===== src/rtl/mem_arbiter.sv =====
// Two-port data-memory arbiter: pipeline port A and loader port B share one
// single-cycle memory through a fixed three-state IDLE/ACCESS/COMPLETE handshake.
module mem_arbiter #(
    parameter int ADDR_W = 7,
    parameter int DATA_W = 32
) (
    input  logic              Clk,
    input  logic              Rst_n,
    input  logic              Req_A,
    input  logic              Req_B,
    input  logic              Wr_A,
    input  logic              Wr_B,
    input  logic [31:0]       Addr_A,
    input  logic [31:0]       Addr_B,
    input  logic [DATA_W-1:0] WData_A,
    input  logic [DATA_W-1:0] WData_B,
    output logic              Gnt_A,
    output logic              Gnt_B,
    output logic              Valid_A,
    output logic              Valid_B,
    output logic [DATA_W-1:0] RData_A,
    output logic [DATA_W-1:0] RData_B,
    output logic              Stall_A,
    output logic              Busy,
    output logic [ADDR_W-1:0] Mem_Address,
    output logic [DATA_W-1:0] Mem_WriteData,
    output logic              Mem_MemRead,
    output logic              Mem_MemWrite,
    input  logic [DATA_W-1:0] Mem_ReadData
);

    typedef enum logic [1:0] {
        ST_IDLE     = 2'b00,
        ST_ACCESS   = 2'b01,
        ST_COMPLETE = 2'b10
    } state_t;

    state_t              r_state;
    logic                r_last_b;
    logic                r_owner_b;
    logic                r_wr;
    logic [ADDR_W-1:0]   r_addr;
    logic [DATA_W-1:0]   r_wdata;
    logic                r_gnt_a;
    logic                r_gnt_b;
    logic                r_valid_a;
    logic                r_valid_b;
    logic [DATA_W-1:0]   r_rdata_a;
    logic [DATA_W-1:0]   r_rdata_b;
    logic                r_mem_read;
    logic                r_mem_write;
    logic                r_busy;

    logic                w_win_b;
    logic                w_sel_wr;
    logic [ADDR_W-1:0]   w_sel_addr;
    logic [DATA_W-1:0]   w_sel_wdata;
    logic                w_unused_addr;

    assign w_unused_addr = ^{Addr_A[31:ADDR_W], Addr_B[31:ADDR_W]};

    // Winner select: a lone requester always wins, a tie goes to the port not granted last.
    always_comb begin
        w_win_b     = Req_B & (~Req_A | ~r_last_b);
        w_sel_wr    = Wr_A;
        w_sel_addr  = Addr_A[ADDR_W-1:0];
        w_sel_wdata = WData_A;
        if (w_win_b) begin
            w_sel_wr    = Wr_B;
            w_sel_addr  = Addr_B[ADDR_W-1:0];
            w_sel_wdata = WData_B;
        end else begin
            w_sel_wr    = Wr_A;
            w_sel_addr  = Addr_A[ADDR_W-1:0];
            w_sel_wdata = WData_A;
        end
    end

    // Arbitration FSM with registered grant, valid, strobe and read-data outputs.
    always_ff @(posedge Clk) begin
        if (!Rst_n) begin
            r_state     <= ST_IDLE;
            r_last_b    <= 1'b1;
            r_owner_b   <= 1'b0;
            r_wr        <= 1'b0;
            r_addr      <= {ADDR_W{1'b0}};
            r_wdata     <= {DATA_W{1'b0}};
            r_gnt_a     <= 1'b0;
            r_gnt_b     <= 1'b0;
            r_valid_a   <= 1'b0;
            r_valid_b   <= 1'b0;
            r_rdata_a   <= {DATA_W{1'b0}};
            r_rdata_b   <= {DATA_W{1'b0}};
            r_mem_read  <= 1'b0;
            r_mem_write <= 1'b0;
            r_busy      <= 1'b0;
        end else begin
            r_gnt_a     <= 1'b0;
            r_gnt_b     <= 1'b0;
            r_valid_a   <= 1'b0;
            r_valid_b   <= 1'b0;
            r_mem_read  <= 1'b0;
            r_mem_write <= 1'b0;
            case (r_state)
                ST_IDLE: begin
                    if (Req_A || Req_B) begin
                        r_state     <= ST_ACCESS;
                        r_busy      <= 1'b1;
                        r_last_b    <= w_win_b;
                        r_owner_b   <= w_win_b;
                        r_wr        <= w_sel_wr;
                        r_addr      <= w_sel_addr;
                        r_wdata     <= w_sel_wdata;
                        r_gnt_a     <= ~w_win_b;
                        r_gnt_b     <= w_win_b;
                        r_mem_read  <= ~w_sel_wr;
                        r_mem_write <= w_sel_wr;
                    end else begin
                        r_state <= ST_IDLE;
                        r_busy  <= 1'b0;
                    end
                end
                ST_ACCESS: begin
                    r_state   <= ST_COMPLETE;
                    r_busy    <= 1'b1;
                    r_valid_a <= ~r_owner_b;
                    r_valid_b <= r_owner_b;
                    // Memory read data is combinational, so capture it as ACCESS ends.
                    if (!r_wr && r_owner_b) begin
                        r_rdata_b <= Mem_ReadData;
                    end else if (!r_wr) begin
                        r_rdata_a <= Mem_ReadData;
                    end else begin
                        r_rdata_a <= r_rdata_a;
                    end
                end
                ST_COMPLETE: begin
                    r_state <= ST_IDLE;
                    r_busy  <= 1'b0;
                end
                default: begin
                    r_state <= ST_IDLE;
                    r_busy  <= 1'b0;
                end
            endcase
        end
    end

    assign Gnt_A         = r_gnt_a;
    assign Gnt_B         = r_gnt_b;
    assign Valid_A       = r_valid_a;
    assign Valid_B       = r_valid_b;
    assign RData_A       = r_rdata_a;
    assign RData_B       = r_rdata_b;
    assign Busy          = r_busy;
    assign Mem_Address   = r_addr;
    assign Mem_WriteData = r_wdata;
    assign Mem_MemRead   = r_mem_read;
    // Gating with reset kills a write whose ACCESS cycle is hit by reset.
    assign Mem_MemWrite  = r_mem_write & Rst_n;
    assign Stall_A       = Req_A & ~r_valid_a;

endmodule


===== config.mk =====
export PLATFORM = sky130hd
export DESIGN_NAME = mem_arbiter
export DESIGN_NICKNAME = d
export VERILOG_FILES = /design/src/rtl/mem_arbiter.sv
export SDC_FILE = /design/constraint.sdc
export NUM_CORES = 1
export LEC_CHECK = 0
export BUFFER_PORTS_ARGS = -buffer_cell sky130_fd_sc_hd__buf_2
export CAP_MARGIN = 20
export CORE_UTILIZATION = 40
export CTS_BUF_LIST = sky130_fd_sc_hd__clkbuf_2
export DETAILED_ROUTE_END_ITERATION = 10
export GPL_ROUTABILITY_DRIVEN = 1
export PLACE_DENSITY = 0.79
export SLEW_MARGIN = 20
export SYNTH_ARGS = -nofsm -noshare
export SYNTH_HDL_FRONTEND = slang
export SYNTH_SLANG_ARGS = --single-unit

===== constraint.sdc =====
create_clock -name Clk -period 1.6 [get_ports Clk]
set_input_delay 0.08 -clock Clk [delete_from_list [all_inputs] [get_ports Clk]]
set_output_delay 0.08 -clock Clk [all_outputs]
set_load 0.05 [all_outputs]

==> impl_summary.md <==
Yosys
The synthesized instance count is between 400 and 500. The combined area of all synthesized cells is 4375 um^2. A synthesized cell averages ~8.9 um^2.

Sequential cells were found to cover 52.62% of the synthesized design area. The count of flip-flops with a built-in enable after synthesis is 0. The Yosys step of the flow raised 0 warnings. Counting flops and latches in the post-synthesis netlist gives 115. The most used flip-flop cell after synthesis is sky130_fd_sc_hd__dfxtp_1. In this run, distinct cell masters in the synthesized netlist total 27. Counting flops with an async set or reset pin after synthesis yields a share of 0%. The net count after synthesis is 658.

Placement
The wire-length estimate of the detail-placed layout is a little under 9000 um. Timing analysis after detailed placement gives a worst setup slack of 88.65 ps. During placement, the flow inserted port buffers numbering 226. At the end of routability-driven placement, the weighted congestion stood at 0.7796. In this run the cell area measured after placement is around 5700 um^2.

Clock network
TritonCTS built the clock tree. The clock reaches the later pin of the worst-skew pair after 680 ps. The H-tree depth is 4. The cell at the root of the clock tree is sky130_fd_sc_hd__clkbuf_2. The clock tree buffer depth is 2. Clock-pin slew was measured on the worst setup and hold paths at 220 ps. Counting the buffers created by CTS gives 17. The clock net in this run drives a total of 115 sinks.

Power
In this run, the clock network consumes 24.7% of the power. The switching fraction of total power is between 30% and 40%. In this run, flip-flops and latches consume between 40% and 50% of the power.

The internal power of the cells totals 4.293 mW. In this run the power spent charging and discharging nets is 2.416 mW. Of the total power, combinational logic draws 28.0%.

The static leakage is 3.486 nW. The worst-case IR drop observed on VDD is 0.4932 mV. The power density normalized to cell area is 926.5 nW/um^2.

Final layout
The fraction of layout instances using a drive strength above 1 is 34.31%. Summing all non-filler instances in the final layout gives an area of 7241 um^2. In the final design database the tool counted between 1000 and 1500 nets. The most frequent standard cell in the layout excluding fill and tap cells is sky130_fd_sc_hd__buf_2. The library cells used most frequently in the layout, excluding fill and tap cells, are sky130_fd_sc_hd__buf_2 (226), sky130_fd_sc_hd__nand2_1 (129), sky130_fd_sc_hd__dlygate4sd3_1 (120).

0 antenna diodes ended up in the layout. The post-route core utilization is 69.21%. The number of filler cells placed in the layout is approximately 760. The area growth from synthesis to layout is 65.48%.

Outcome
The flow ran to the end, but the final reports show violations. The checks that failed: setup timing.

Global route
Entering global routing, the biggest net connects between 60 and 70 pins. The total routing resource utilization after global routing is 29.41%. The total overflow left after global routing is 0. The number of antenna violations at the first check in global routing was 0. The first global-routing pass estimated 25760 um of wire. The number of global-route vias before repair came to 5344.

Timing
The worst pin sits at a relative slew slack of 57.02%. The final number of max-transition violations came to 0. The final-report setup violation count is 3.

The setup skew after layout is 57.48 ps. The pin slew with the least headroom to its limit is ~640 ps. The share of the clock period used by the worst path is 101.9%.

The worst path in the final design needs a cycle of between 1500 and 2000 ps, including I/O delays and setup. Based on the critical path, the design can be clocked at up to 613.1 MHz. The hold violation total from the final report is 0. After layout, the worst setup slack is -31.10 ps.

Flow run
Across the run, the number of max-cap violations was 0.

Floorplanning
The die outline area is around 11000 um^2. The number of placement rows is 37. The area of the core is roughly 10000 um^2. The width of the die is roughly 110 um. Once the floorplan was initialized, standard cells occupied a little over two fifths of the core. The y dimension of the die is 106.6 um. The number of top-level pins is 277.

Worst setup path
Data on the critical path arrives at its endpoint at 2220 ps. The sort of element at the end of the critical path is a flop. The critical path startpoint category is a flop. The start-to-end type of the worst setup path is flop to flop. At the worst endpoint, the required time is 2190 ps.

The worst-path maximum fanout is 10.

Detailed routing
The number of antenna-violating nets in the routed design is 0. In the routed design, unresolved DRC markers number 0. The overall routed net length is about 18000 um. The number of vias in the routed layout is 5174. The total iterations of the first detailed-routing run is 5. Dividing the detail-routed via count by the number of cells gives 5.242.

The starting DRC count in detailed routing is 346. Dividing the detail-routed wire length by the instance count gives about 18 um.

Min path
The worst hold path belongs to the class input port to flop.
## critical path, stage by stage, from the launching register on
cell	delay (ps)
sky130_fd_sc_hd__dfxtp_2	380
sky130_fd_sc_hd__or3b_4	430
sky130_fd_sc_hd__a211oi_4	240
sky130_fd_sc_hd__buf_6	180
sky130_fd_sc_hd__clkbuf_16	170
sky130_fd_sc_hd__a221o_1	170
## through the flow
stage	total power, mW	std cells	setup TNS [ps]	hold WS [ps]
CTS	6.568	978	0	13.70
floorplan	4.244	492	0	214.9
global route	6.985	987	-983.5	106.5
detailed placement	4.739	829	0	308.1
finish	6.709	987	-38.39	147.5
global placement	4.705	829	0	302.7
## flip-flops by register name, summed over array words and instances (netlist names), 2 cells and up
signal         cells
Mem_WriteData     32
RData_B           32
RData_A           32
r_state            2
Mem_Address        7
## what timing repair did
action / CTS / global route
endpoints found under the setup margin: 0 / 33
gates resized for setup: 0 / 10
hold buffers: 117 / 4
endpoints found under the hold margin: 111 / 6
buffers inserted: 0 / 2
## cell families after synthesis
logic type	after synthesis	share of synthesized area, %
AOI/OAI and AO/OA	109	21.28
buffers and inverters	84	7.921
DFF	115	52.62
and+or+nand+nor	183	17.96
muxes	1	0.2288
## path summary, 6_finish.rpt
path,startpoint,to,slack [ps],depth (start not counted)
min,WData_A[8],Mem_WriteData[8],150,3
min reg2reg,RData_A[14],RData_A[14],460,2
max reg2reg,r_state[1],Mem_WriteData[18],-30,5
max,r_state[1],Mem_WriteData[18],-30,5
## layout make-up
class	count	area (um^2)	area share, %
inverters	43	161.4	2.229
multi-input cells	293	1783	24.62
flip-flops and latches	115	2303	31.81
clock inverters	12	91.34	1.261
repair buffers	368	2631	36.34
well taps	136	170.2	2.350
clock buffers	20	100.1	1.382
## power by group through the flow
stage / clock network, mW / registers [mW] / logic (mW)
final: 1.66 / 3.17 / 1.88
after global routing: 1.84 / 3.19 / 1.96
after CTS: 1.67 / 3.15 / 1.75
after detailed placement: 0 / 3.21 / 1.53
after global placement: 0 / 3.20 / 1.50
after floorplan: 0 / 3.82 / 0.428
## synthesized netlist by cell type (3+ instances only)
master,number,share of area (%)
sky130_fd_sc_hd__nand2_1,129,11
sky130_fd_sc_hd__inv_1,42,3.6
sky130_fd_sc_hd__dfxtp_1,115,53
sky130_fd_sc_hd__a221o_1,39,8.9
sky130_fd_sc_hd__clkbuf_1,36,3.1
sky130_fd_sc_hd__and2_1,3,0.43
sky130_fd_sc_hd__a21boi_0,4,0.69
sky130_fd_sc_hd__nor3_1,39,4.5
sky130_fd_sc_hd__a21boi_1,60,10
sky130_fd_sc_hd__buf_6,4,1.0
sky130_fd_sc_hd__nor2_1,5,0.43
## routing by layer
| layer | vias up | GRT usage, % | part of all wire, % |
|---|---|---|---|
| met5 | - | 0 | 0 |
| met4 | 0 | 18.10 | 3.8 |
| li1 | 2356 | - | - |
| met1 | 2393 | 30.31 | 36 |
| met2 | 354 | 52.49 | 52 |
| met3 | 71 | 8.328 | 8.4 |
No activity file was read; power rests on OpenSTA's default activity.
